**src/rtl/osc_meter_pkg.sv**
```systemverilog
// Shared definitions for the OSC frequency meter: FSM encoding and counter sizing.
package osc_meter_pkg;

  typedef enum logic [1:0] {
    ST_IDLE    = 2'd0,
    ST_SETTLE  = 2'd1,
    ST_MEASURE = 2'd2,
    ST_DONE    = 2'd3
  } meter_state_t;

  // One timer serves both the settle delay and the measurement window.
  function automatic int win_cnt_w(input int window, input int settle);
    int m;
    m = (window > settle) ? window : settle;
    return $clog2(m + 1);
  endfunction

endpackage

```
**src/rtl/osc_sync_edge.sv**
```systemverilog
// Multi-flop synchronizer for an asynchronous oscillator output plus a
// one-cycle rising-edge pulse taken from the last synchronizer stage.
module osc_sync_edge #(
  parameter int SYNC_STAGES = 2
) (
  input  logic clk_i,
  input  logic rst_i,
  input  logic async_i,
  output logic edge_o
);

  logic [SYNC_STAGES-1:0] sync_q;
  logic                   prev_q;

  always_ff @(posedge clk_i or posedge rst_i) begin
    if (rst_i) begin
      sync_q <= '0;
      prev_q <= 1'b0;
    end else begin
      sync_q <= {sync_q[SYNC_STAGES-2:0], async_i};
      prev_q <= sync_q[SYNC_STAGES-1];
    end
  end

  assign edge_o = sync_q[SYNC_STAGES-1] & ~prev_q;

endmodule

```
**src/rtl/osc_freq_meter.sv**
```systemverilog
// Counts oscillator rising edges over a fixed window of clk cycles after a settle delay.
// Optional continuous mode (back-to-back windows while req_i stays high): OSC_METER_CONT_EN.
module osc_freq_meter
  import osc_meter_pkg::*;
#(
  parameter int WINDOW      = 50000,
  parameter int SETTLE      = 16,
  parameter int CNT_W       = 16,
  parameter int SYNC_STAGES = 2
) (
  input  logic             clk_i,
  input  logic             rst_i,
  input  logic             req_i,
  input  logic             tout_i,
  output logic             start_o,
  output logic             busy_o,
  output logic             done_o,
  output logic [CNT_W-1:0] count_o,
  output logic             ovf_o
);

  localparam int TW = win_cnt_w(WINDOW, SETTLE);
  localparam logic [TW-1:0] SETTLE_LAST = TW'(SETTLE - 1);
  localparam logic [TW-1:0] WIN_LAST    = TW'(WINDOW - 1);

  meter_state_t     state_q, state_d;
  logic [TW-1:0]    tmr_q, tmr_d;
  logic [CNT_W-1:0] edge_cnt_q, edge_cnt_d;
  logic             ovf_int_q, ovf_int_d;
  logic [CNT_W-1:0] count_q, count_d;
  logic             ovf_q, ovf_d;
  logic             tout_edge;
  logic [CNT_W-1:0] meas_cnt;
  logic             meas_ovf;

  osc_sync_edge #(.SYNC_STAGES(SYNC_STAGES)) u_sync (
    .clk_i   (clk_i),
    .rst_i   (rst_i),
    .async_i (tout_i),
    .edge_o  (tout_edge)
  );

  always_ff @(posedge clk_i or posedge rst_i) begin
    if (rst_i) begin
      state_q    <= ST_IDLE;
      tmr_q      <= '0;
      edge_cnt_q <= '0;
      ovf_int_q  <= 1'b0;
      count_q    <= '0;
      ovf_q      <= 1'b0;
    end else begin
      state_q    <= state_d;
      tmr_q      <= tmr_d;
      edge_cnt_q <= edge_cnt_d;
      ovf_int_q  <= ovf_int_d;
      count_q    <= count_d;
      ovf_q      <= ovf_d;
    end
  end

  // Saturating increment; used both for the running count and the final latch.
  always_comb begin
    meas_cnt = edge_cnt_q;
    meas_ovf = ovf_int_q;
    if (tout_edge) begin
      if (&edge_cnt_q) meas_ovf = 1'b1;
      else             meas_cnt = edge_cnt_q + CNT_W'(1);
    end
  end

  always_comb begin
    state_d    = state_q;
    tmr_d      = tmr_q;
    edge_cnt_d = edge_cnt_q;
    ovf_int_d  = ovf_int_q;
    count_d    = count_q;
    ovf_d      = ovf_q;
    case (state_q)
      ST_IDLE: begin
        tmr_d = '0;
        if (req_i) state_d = ST_SETTLE;
      end
      ST_SETTLE: begin
        if (tmr_q == SETTLE_LAST) begin
          state_d    = ST_MEASURE;
          tmr_d      = '0;
          edge_cnt_d = '0;
          ovf_int_d  = 1'b0;
        end else begin
          tmr_d = tmr_q + TW'(1);
        end
      end
      ST_MEASURE: begin
        edge_cnt_d = meas_cnt;
        ovf_int_d  = meas_ovf;
        if (tmr_q == WIN_LAST) begin
          state_d = ST_DONE;
          tmr_d   = '0;
          count_d = meas_cnt;
          ovf_d   = meas_ovf;
        end else begin
          tmr_d = tmr_q + TW'(1);
        end
      end
      ST_DONE: begin
        state_d = ST_IDLE;
`ifdef OSC_METER_CONT_EN
        if (req_i) begin
          state_d    = ST_MEASURE;
          tmr_d      = '0;
          edge_cnt_d = '0;
          ovf_int_d  = 1'b0;
        end
`endif
      end
      default: state_d = ST_IDLE;
    endcase
  end

`ifdef OSC_METER_CONT_EN
  // Oscillator stays enabled through DONE so back-to-back windows never stop it.
  assign start_o = (state_q != ST_IDLE);
`else
  assign start_o = (state_q == ST_SETTLE) || (state_q == ST_MEASURE);
`endif
  assign busy_o  = (state_q != ST_IDLE);
  assign done_o  = (state_q == ST_DONE);
  assign count_o = count_q;
  assign ovf_o   = ovf_q;

endmodule

```
**config.mk**
```make
export PLATFORM = sky130hd
export DESIGN_NAME = osc_freq_meter
export DESIGN_NICKNAME = d
export VERILOG_FILES = /design/src/rtl/osc_meter_pkg.sv /design/src/rtl/osc_sync_edge.sv /design/src/rtl/osc_freq_meter.sv
export SDC_FILE = /design/constraint.sdc
export NUM_CORES = 1
export LEC_CHECK = 0
export ABC_AREA = 1
export CORE_MARGIN = 3
export CORE_UTILIZATION = 30
export CTS_BUF_LIST = sky130_fd_sc_hd__clkbuf_8
export DETAILED_ROUTE_END_ITERATION = 6
export HOLD_SLACK_MARGIN = 0.06
export PLACE_DENSITY = 0.57
export SLEW_MARGIN = 20
export SYNTH_ARGS = -nofsm -noshare
export SYNTH_HDL_FRONTEND = slang
export SYNTH_HIERARCHICAL = 1
export SYNTH_SLANG_ARGS = --single-unit
```
**constraint.sdc**
```tcl
create_clock -name clk_i -period 1.6 [get_ports clk_i]
set_clock_uncertainty 0.15 [all_clocks]
set_input_delay 0.16 -clock clk_i [delete_from_list [all_inputs] [get_ports clk_i]]
set_output_delay 0.16 -clock clk_i [all_outputs]
set_load 0.005 [all_outputs]
```
==> implementation parameters, run 1 <==
Parameter                              Value

Timing
  Number of slew-limit violations in the final report    0
  Relative max-transition margin    80.44%
  Setup tns final    -2.580 ns
  Hold violation count in the final report    0
  Unrepaired setup endpoints after global routing    true
  Final setup viols    38
  Worst-margin pin slew    0.2934 ns
  Period utilisation layout    106.5%
  Final hold slack    0.1289 ns
  Upper clock frequency limit    0.5866 GHz
  Tmin final    1.705 ns
  Final critical-path setup slack    -0.1047 ns

Synth
  Netlist cell types    29
  Synth area leader    sky130_fd_sc_hd__dfrtp_1
  Most used flip-flop cell after synthesis    sky130_fd_sc_hd__dfrtp_1
  Number of nets in the synthesized netlist    451
  Yosys Warn Count    6
  Number of synthesized register bits    55
  Cell area after technology mapping    0.003243 mm²
  Dominant cells by area after synthesis    sky130_fd_sc_hd__dfrtp_1 42%, sky130_fd_sc_hd__nand2_1 18%, sky130_fd_sc_hd__nand3_1 8.3%
  Number of cells produced by synthesis    439
  Share of the synthesized area in the top cell type    42.44%
  Number of enable-type register cells in the synthesized netlist    0
  Register area share after synthesis    42.44%
  Fraction of registers with async set or reset after synthesis    100.0%
  Mapped Avg Cell Area    7.387 µm²

Layout
  Layout fillers    1037
  Total inserted antenna cells    0
  Post-layout net count    550
  Core utilization of the finished layout    44.62%
  Most frequent cells in the layout    149 x sky130_fd_sc_hd__nand2_1, 63 x sky130_fd_sc_hd__buf_4, 55 x sky130_fd_sc_hd__dfrtp_1
  Proportion of layout cells with a drive suffix above 1    33.95%
  Area Growth Syn to Fin    43.33%
  Most common cell after layout, fill and taps aside    sky130_fd_sc_hd__nand2_1

Drt
  Final routed DRC violation total    0
  Post-detailed-route via-to-cell ratio    4.573
  First drt pass iteration count    4
  Average routed wire per standard cell    12.35 µm
  Total number of vias    3087
  Post-route ant nets    0
  Total detailed-routing wirelength    8.337 mm
  DRC violation total after the first TritonRoute iteration    144

Power and ir drop
  Peak supply drop    1001 µV
  LEAKAGE    2.242 nW
  Cell Pwr Density    974.9 mW/mm²

Clocking
  Buffer levels on the longest clock path    2
  CTS tree    built
  Clock Sink Count    55
  Number of H-tree levels    2
  Clock slew seen by the registers of the worst setup and hold paths    0.10 ns
  Clock root cell    sky130_fd_sc_hd__clkbuf_8
  CTS buffer count    5
  Insertion delay to the later sink of the worst-skew pair    0.31 ns

Global routing
  Total congestion overflow    0
  Number of antenna violations at the first check in global routing    0
  Largest net degree at the start of global routing    53
  Number of global-route vias before repair    3058
  Overall Global Routing Usage    14.71%
  Wire length of the first global-routing pass    14.19 mm

Critical path
  Critical path cell sequence    ha_4 > nand3_4 > nor2_1 > nand2_1 > nand2_2 > nand2_4 > a21oi_4 > clkbuf_16 > nor2_2
  Slowest stage cell on the critical path    sky130_fd_sc_hd__dfrtp_1
  Data required time at the worst endpoint    1.67 ns
  Worst EP arrival    1.77 ns
  Critical Path Sink Type    register
  Maximum cell stage delay along the critical path    0.40 ns
  Worst setup path class    register to register
  Maximum fanout along the worst path    7
  Startpoint types    register

Outcome
  Violations in the final reports    setup timing
  Outcome    finished, violations left

Hold path
  Hold Path Class    input pin to register

Die
  Effective utilization at floorplan    31.14%
  Die W    110.0 µm
  Placeable core region    0.01042 mm²
  Area of the die    0.01209 mm²
  Number of rows created at floorplan    37
  Die height    110.0 µm
  I/O Pins    24

Placed design
  Worst Setup Slack post-DPL    -0.1159 ns
  Port Buffers    23
  Detailed Place HPWL    5.659 mm
  Global placer's final weighted congestion    0.8543

Flow run
  Max-cap violation count    0
## stage by stage
step	total power [mW]	instances	instance area, µm²
2_1_floorplan	2.538	439	3268
3_3_place_gp	3.235	648	4101
3_5_place_dp	3.247	648	4101
4_1_cts	4.496	667	4457
5_1_grt	4.827	675	4648
6_report	4.532	675	4648
## sequential cells by signal (all words and copies together), names as in the netlist
signal,count
edge_cnt_q,16
tmr_q,16
count_o,16
ovf_o,1
ovf_int_q,1
u_sync/prev_q,1
u_sync/sync_q,2
state_q,2
## final timing paths
check                                                start                         end  slack (ns)  cells past startpoint
max in group asynchronous                            rst_i      count_o[9]$_DFFE_PP0P_        0.41                      4
worst max-delay path                  tmr_q[0]$_DFFE_PP0P_       tmr_q[15]$_DFFE_PP0P_       -0.10                      9
worst max register to register        tmr_q[0]$_DFFE_PP0P_       tmr_q[15]$_DFFE_PP0P_       -0.10                      9
min in group asynchronous                            rst_i  u_sync/sync_q[0]$_DFF_PP0_        0.46                      3
worst min-delay path                                tout_i  u_sync/sync_q[0]$_DFF_PP0_        0.13                      1
worst min register to register  u_sync/sync_q[0]$_DFF_PP0_  u_sync/sync_q[1]$_DFF_PP0_        0.22                      0
## metal layers
| layer | wire (µm) | GRT usage [%] | part of all wire (%) |
|---|---|---|---|
| met5 | 0 | 0 | 0 |
| met4 | 133 | 4.363 | 1.6 |
| met3 | 243 | 2.796 | 2.9 |
| met2 | 4054 | 24.87 | 49 |
| met1 | 3904 | 19.07 | 47 |
## worst max-delay path: cells and delay by family, from the launching register on
kind | cells | cell delay [ns]
fa+ha+maj | 1 | 0.17
buf+inv | 1 | 0.20
flops | 1 | 0.40
compound gates | 1 | 0.19
simple gates | 6 | 0.48
## cell families after synthesis
group / Yosys count / synth area share (%)
AO/OA/AOI/OAI: 14 / 3.549
AND/OR/NAND/NOR: 302 / 41.28
XOR/XNOR: 8 / 2.161
adder cells (fa/ha/maj): 8 / 3.087
flip-flops: 55 / 42.44
buffers and inverters: 52 / 7.484
## what timing repair did
item,CTS,global route
hold buffers,1,0
cloned,1,0
setup buffers,9,8
pin swaps,12,6
hold endpoints to repair,3,0
endpoints found under the setup margin,52,56
resized for setup,60,42
## final cells by class
type / instances / area [µm²] / share of cell area [%]
Timing Repair Buffer: 100 / 919.6 / 19.78
Tap cell: 136 / 170.2 / 3.661
Clock inverter: 3 / 12.51 / 0.2692
Clock buffer: 5 / 68.82 / 1.480
Sequential cell: 55 / 1376 / 29.61
Multi-Input combinational cell: 332 / 1921 / 41.32
Inverter: 44 / 180.2 / 3.876
## power breakdown
group / internal (mW) / switching, mW / leakage [nW]
logic: 1.08 / 1.17 / 1.44
clock network: 0.297 / 0.461 / 0.0505
registers: 1.46 / 0.0594 / 0.756
total: 2.84 / 1.69 / 2.24
## cell usage after synthesis, types with 2 or more instances
library cell               number
sky130_fd_sc_hd__nor2_1        47
sky130_fd_sc_hd__or2_2          2
sky130_fd_sc_hd__nand2_1      159
sky130_fd_sc_hd__nand3_2        2
sky130_fd_sc_hd__nand4_1        7
sky130_fd_sc_hd__a21oi_4        2
sky130_fd_sc_hd__nor2_4         2
sky130_fd_sc_hd__inv_2          3
sky130_fd_sc_hd__nand2_2        5
sky130_fd_sc_hd__xnor2_1        3
sky130_fd_sc_hd__dfrtp_1       55
sky130_fd_sc_hd__buf_6          4
sky130_fd_sc_hd__o21bai_1       5
sky130_fd_sc_hd__nand2_4        2
sky130_fd_sc_hd__ha_1           8
sky130_fd_sc_hd__inv_1         41
sky130_fd_sc_hd__o21ai_0        3
sky130_fd_sc_hd__xor2_1         5
sky130_fd_sc_hd__buf_2          2
sky130_fd_sc_hd__nor2_2        14
sky130_fd_sc_hd__nor3_1         7
sky130_fd_sc_hd__nand3_1       54
No activity file was read; power rests on OpenSTA's default activity.
==> run 2: changes to the inputs <==
CORE_MARGIN = 1   (was 3)
==> implementation parameters, run 2 (synthesis gave the netlist of run 1 again) <==
Parameter                              Value

Outcome
  Outcome    finished, violations left (unchanged)
  Violations in the final reports    setup timing (unchanged)

Die
  Die height    106.0 µm (was 110.0 µm)
  Placeable core region    0.01042 mm² (unchanged)
  Die W    106.0 µm (was 110.0 µm)
  Number of rows created at floorplan    37 (unchanged)
  Area of the die    0.01123 mm² (was 0.01209 mm²)
  I/O Pins    24 (unchanged)
  Effective utilization at floorplan    31.14% (unchanged)

Clocking
  Clock root cell    sky130_fd_sc_hd__clkbuf_8 (unchanged)
  Clock Sink Count    55 (unchanged)
  CTS tree    built (unchanged)
  Number of H-tree levels    2 (unchanged)
  CTS buffer count    5 (unchanged)
  Clock slew seen by the registers of the worst setup and hold paths    0.11 ns (was 0.10 ns)
  Insertion delay to the later sink of the worst-skew pair    0.31 ns (about the same)
  Buffer levels on the longest clock path    2 (unchanged)

Critical path
  R2r setup slk    -0.13 ns (was -0.10 ns)
  Maximum fanout along the worst path    4 (was 7)
  Maximum cell stage delay along the critical path    0.43 ns (was 0.40 ns)
  Buffering stage count on the worst path with inverters included    2 (was 1)
  Worst path top cell family by delay    simple AND/OR/NAND/NOR gates (unchanged)
  Critical path cell sequence    nor2_2 > buf_4 > nand3_2 > nor2_2 > nand2_2 > nor2_4 > clkbuf_16 > nand3_2 > nand2_1 (was ha_4 > nand3_4 > nor2_1 > nand2_1 > nand2_2 > nand2_4 > a21oi_4 > clkbuf_16 > nor2_2)
  Worst setup path class    register to register (unchanged)
  Endpoint of the worst-slack reg-to-reg timing path    count_o[6]$_DFFE_PP0P_ (was tmr_q[15]$_DFFE_PP0P_)
  Slowest stage cell on the critical path    sky130_fd_sc_hd__dfrtp_1 (unchanged)
  Cell depth of the worst flop-to-flop path    9 (unchanged)
  Worst EP arrival    1.84 ns (was 1.77 ns)
  Data required time at the worst endpoint    1.71 ns (was 1.67 ns)
  Critical Path Sink Type    register (unchanged)
  Launch point of the worst reg-to-reg path    tmr_q[4]$_DFFE_PP0P_ (was tmr_q[0]$_DFFE_PP0P_)
  Startpoint types    register (unchanged)

Power and ir drop
  Cell Pwr Density    987.1 mW/mm² (was 974.9 mW/mm²)
  LEAKAGE    2.408 nW (was 2.242 nW)
  Peak supply drop    1581 µV (was 1001 µV)

Timing
  Number of slew-limit violations in the final report    0 (unchanged)
  Unrepaired setup endpoints after global routing    true (unchanged)
  Hold violation count in the final report    0 (unchanged)
  Tmin final    1.728 ns (was 1.705 ns)
  Relative max-transition margin    66.19% (was 80.44%)
  Period utilisation layout    108.0% (was 106.5%)
  Final setup viols    50 (was 38)
  Upper clock frequency limit    0.5786 GHz (was 0.5866 GHz)
  Final critical-path setup slack    -0.1283 ns (was -0.1047 ns)
  Worst-margin pin slew    0.5070 ns (was 0.2934 ns)

Drt
  Final routed DRC violation total    0 (unchanged)
  Post-detailed-route via-to-cell ratio    4.696 (was 4.573)
  Post-route ant nets    0 (unchanged)
  First drt pass iteration count    4 (unchanged)
  Length of routed met2 wiring    4.762 mm (was 4.054 mm)
  Total number of vias    3259 (was 3087)
  Average routed wire per standard cell    13.62 µm (was 12.35 µm)
  Wl on met1    4.239 mm (was 3.904 mm)
  Total detailed-routing wirelength    9.451 mm (was 8.337 mm)
  DRC violation total after the first TritonRoute iteration    214 (was 144)
  Top routing layer in use    met4 (unchanged)
  Total met3 wirelength after detailed routing    353 µm (was 243 µm)

Hold path
  Hold Path Class    input pin to register (unchanged)
  Hold Crit Start    tout_i (unchanged)
  Worst hold path cell count    1 (unchanged)
  Sink of the worst hold path    u_sync/sync_q[0]$_DFF_PP0_ (unchanged)

Layout
  Total inserted antenna cells    0 (unchanged)
  Area Growth Syn to Fin    58.95% (was 43.33%)
  Proportion of layout cells with a drive suffix above 1    41.40% (was 33.95%)
  Post-layout net count    569 (was 550)
  Layout fillers    963 (was 1037)
  Most common cell after layout, fill and taps aside    sky130_fd_sc_hd__nand2_1 (unchanged)
  Core utilization of the finished layout    49.49% (was 44.62%)
  Count of non-filler cells in the finished layout    694 (was 675)
  Most frequent cells in the layout    139 x sky130_fd_sc_hd__nand2_1, 65 x sky130_fd_sc_hd__buf_4, 54 x sky130_fd_sc_hd__dfrtp_1 (was 149 x sky130_fd_sc_hd__nand2_1, 63 x sky130_fd_sc_hd__buf_4, 55 x sky130_fd_sc_hd__dfrtp_1)

Flow run
  Max-cap violation count    0 (unchanged)

Placed design
  Detailed Place HPWL    5.532 mm (was 5.659 mm)
  Worst Setup Slack post-DPL    -0.2365 ns (was -0.1159 ns)
  Port Buffers    23 (unchanged)
  Global placer's final weighted congestion    0.8791 (was 0.8543)
  Number of placed cells counting well taps    658 (was 648)

Global routing
  Wire length of the first global-routing pass    14.72 mm (was 14.19 mm)
  Largest net degree at the start of global routing    53 (unchanged)
  Number of global-route vias before repair    3218 (was 3058)
  Total congestion overflow    0 (unchanged)
  Number of antenna violations at the first check in global routing    0 (unchanged)
  Overall Global Routing Usage    16.02% (was 14.71%)
-- run 2: area by class of cell --
cell class | instances | area, µm² | area share [%]
multi-input combinational | 333 | 2131 | 41.33
sequential | 55 | 1378 | 26.72
timing repair buffer | 117 | 1156 | 22.43
inverter | 44 | 177.7 | 3.447
tap | 136 | 170.2 | 3.301
clock buffer | 5 | 68.82 | 1.335
clock inverter | 3 | 67.56 | 1.311
timing repair inverter | 1 | 6.256 | 0.1214
-- run 2: stage by stage --
step	TNS, ns	hold slack, ns	power, mW	area, µm²
2_1_floorplan	-0.5967	-0.2364	2.538	3268
3_3_place_gp	-4.649	0.1901	3.247	4151
3_5_place_dp	-6.368	0.1964	3.282	4151
4_1_cts	-3.337	0.1268	5.025	4641
5_1_grt	-8.015	0.1256	5.367	5155
6_report	-3.999	0.1351	5.088	5155
-- run 2: metal layers --
layer / vias to the layer above / track usage (%)
li1: 1618 / -
met1: 1578 / 20.50
met2: 52 / 29.18
met3: 11 / 2.085
met4: 0 / 2.480
met5: - / 0
-- run 2: how the worst max path moves through the flow --
| stage | startpoint | end | slack [ns] | cells after the start |
|---|---|---|---|---|
| floorplan | tmr_q[0]$_DFFE_PP0P_ | tmr_q[3]$_DFFE_PP0P_ | -0.06 | 9 |
| global placement | state_q[0]$_DFFE_PP0P_ | ovf_int_q$_DFFE_PP0P_ | -0.19 | 4 |
| detailed placement | state_q[0]$_DFFE_PP0P_ | ovf_int_q$_DFFE_PP0P_ | -0.24 | 4 |
| CTS | tmr_q[0]$_DFFE_PP0P_ | tmr_q[9]$_DFFE_PP0P_ | -0.11 | 10 |
| global route | tmr_q[5]$_DFFE_PP0P_ | tmr_q[13]$_DFFE_PP0P_ | -0.23 | 9 |
| finish | tmr_q[4]$_DFFE_PP0P_ | count_o[6]$_DFFE_PP0P_ | -0.13 | 9 |
-- run 2: power by group --
part           switching (mW)  internal (mW)  total, mW
sequential             0.0730           1.46       1.54
combinational            1.32           1.12       2.44
clock                   0.485          0.625       1.11
total                    1.88           3.21       5.09
-- run 2: repair_timing --
action,in CTS,in global routing
hold buffers,1,0
gates cloned,2,5
resized for setup,71,91
buffers inserted,14,8
pin swaps,20,26
endpoints found under the setup margin,53,53
hold endpoints to repair,3,0
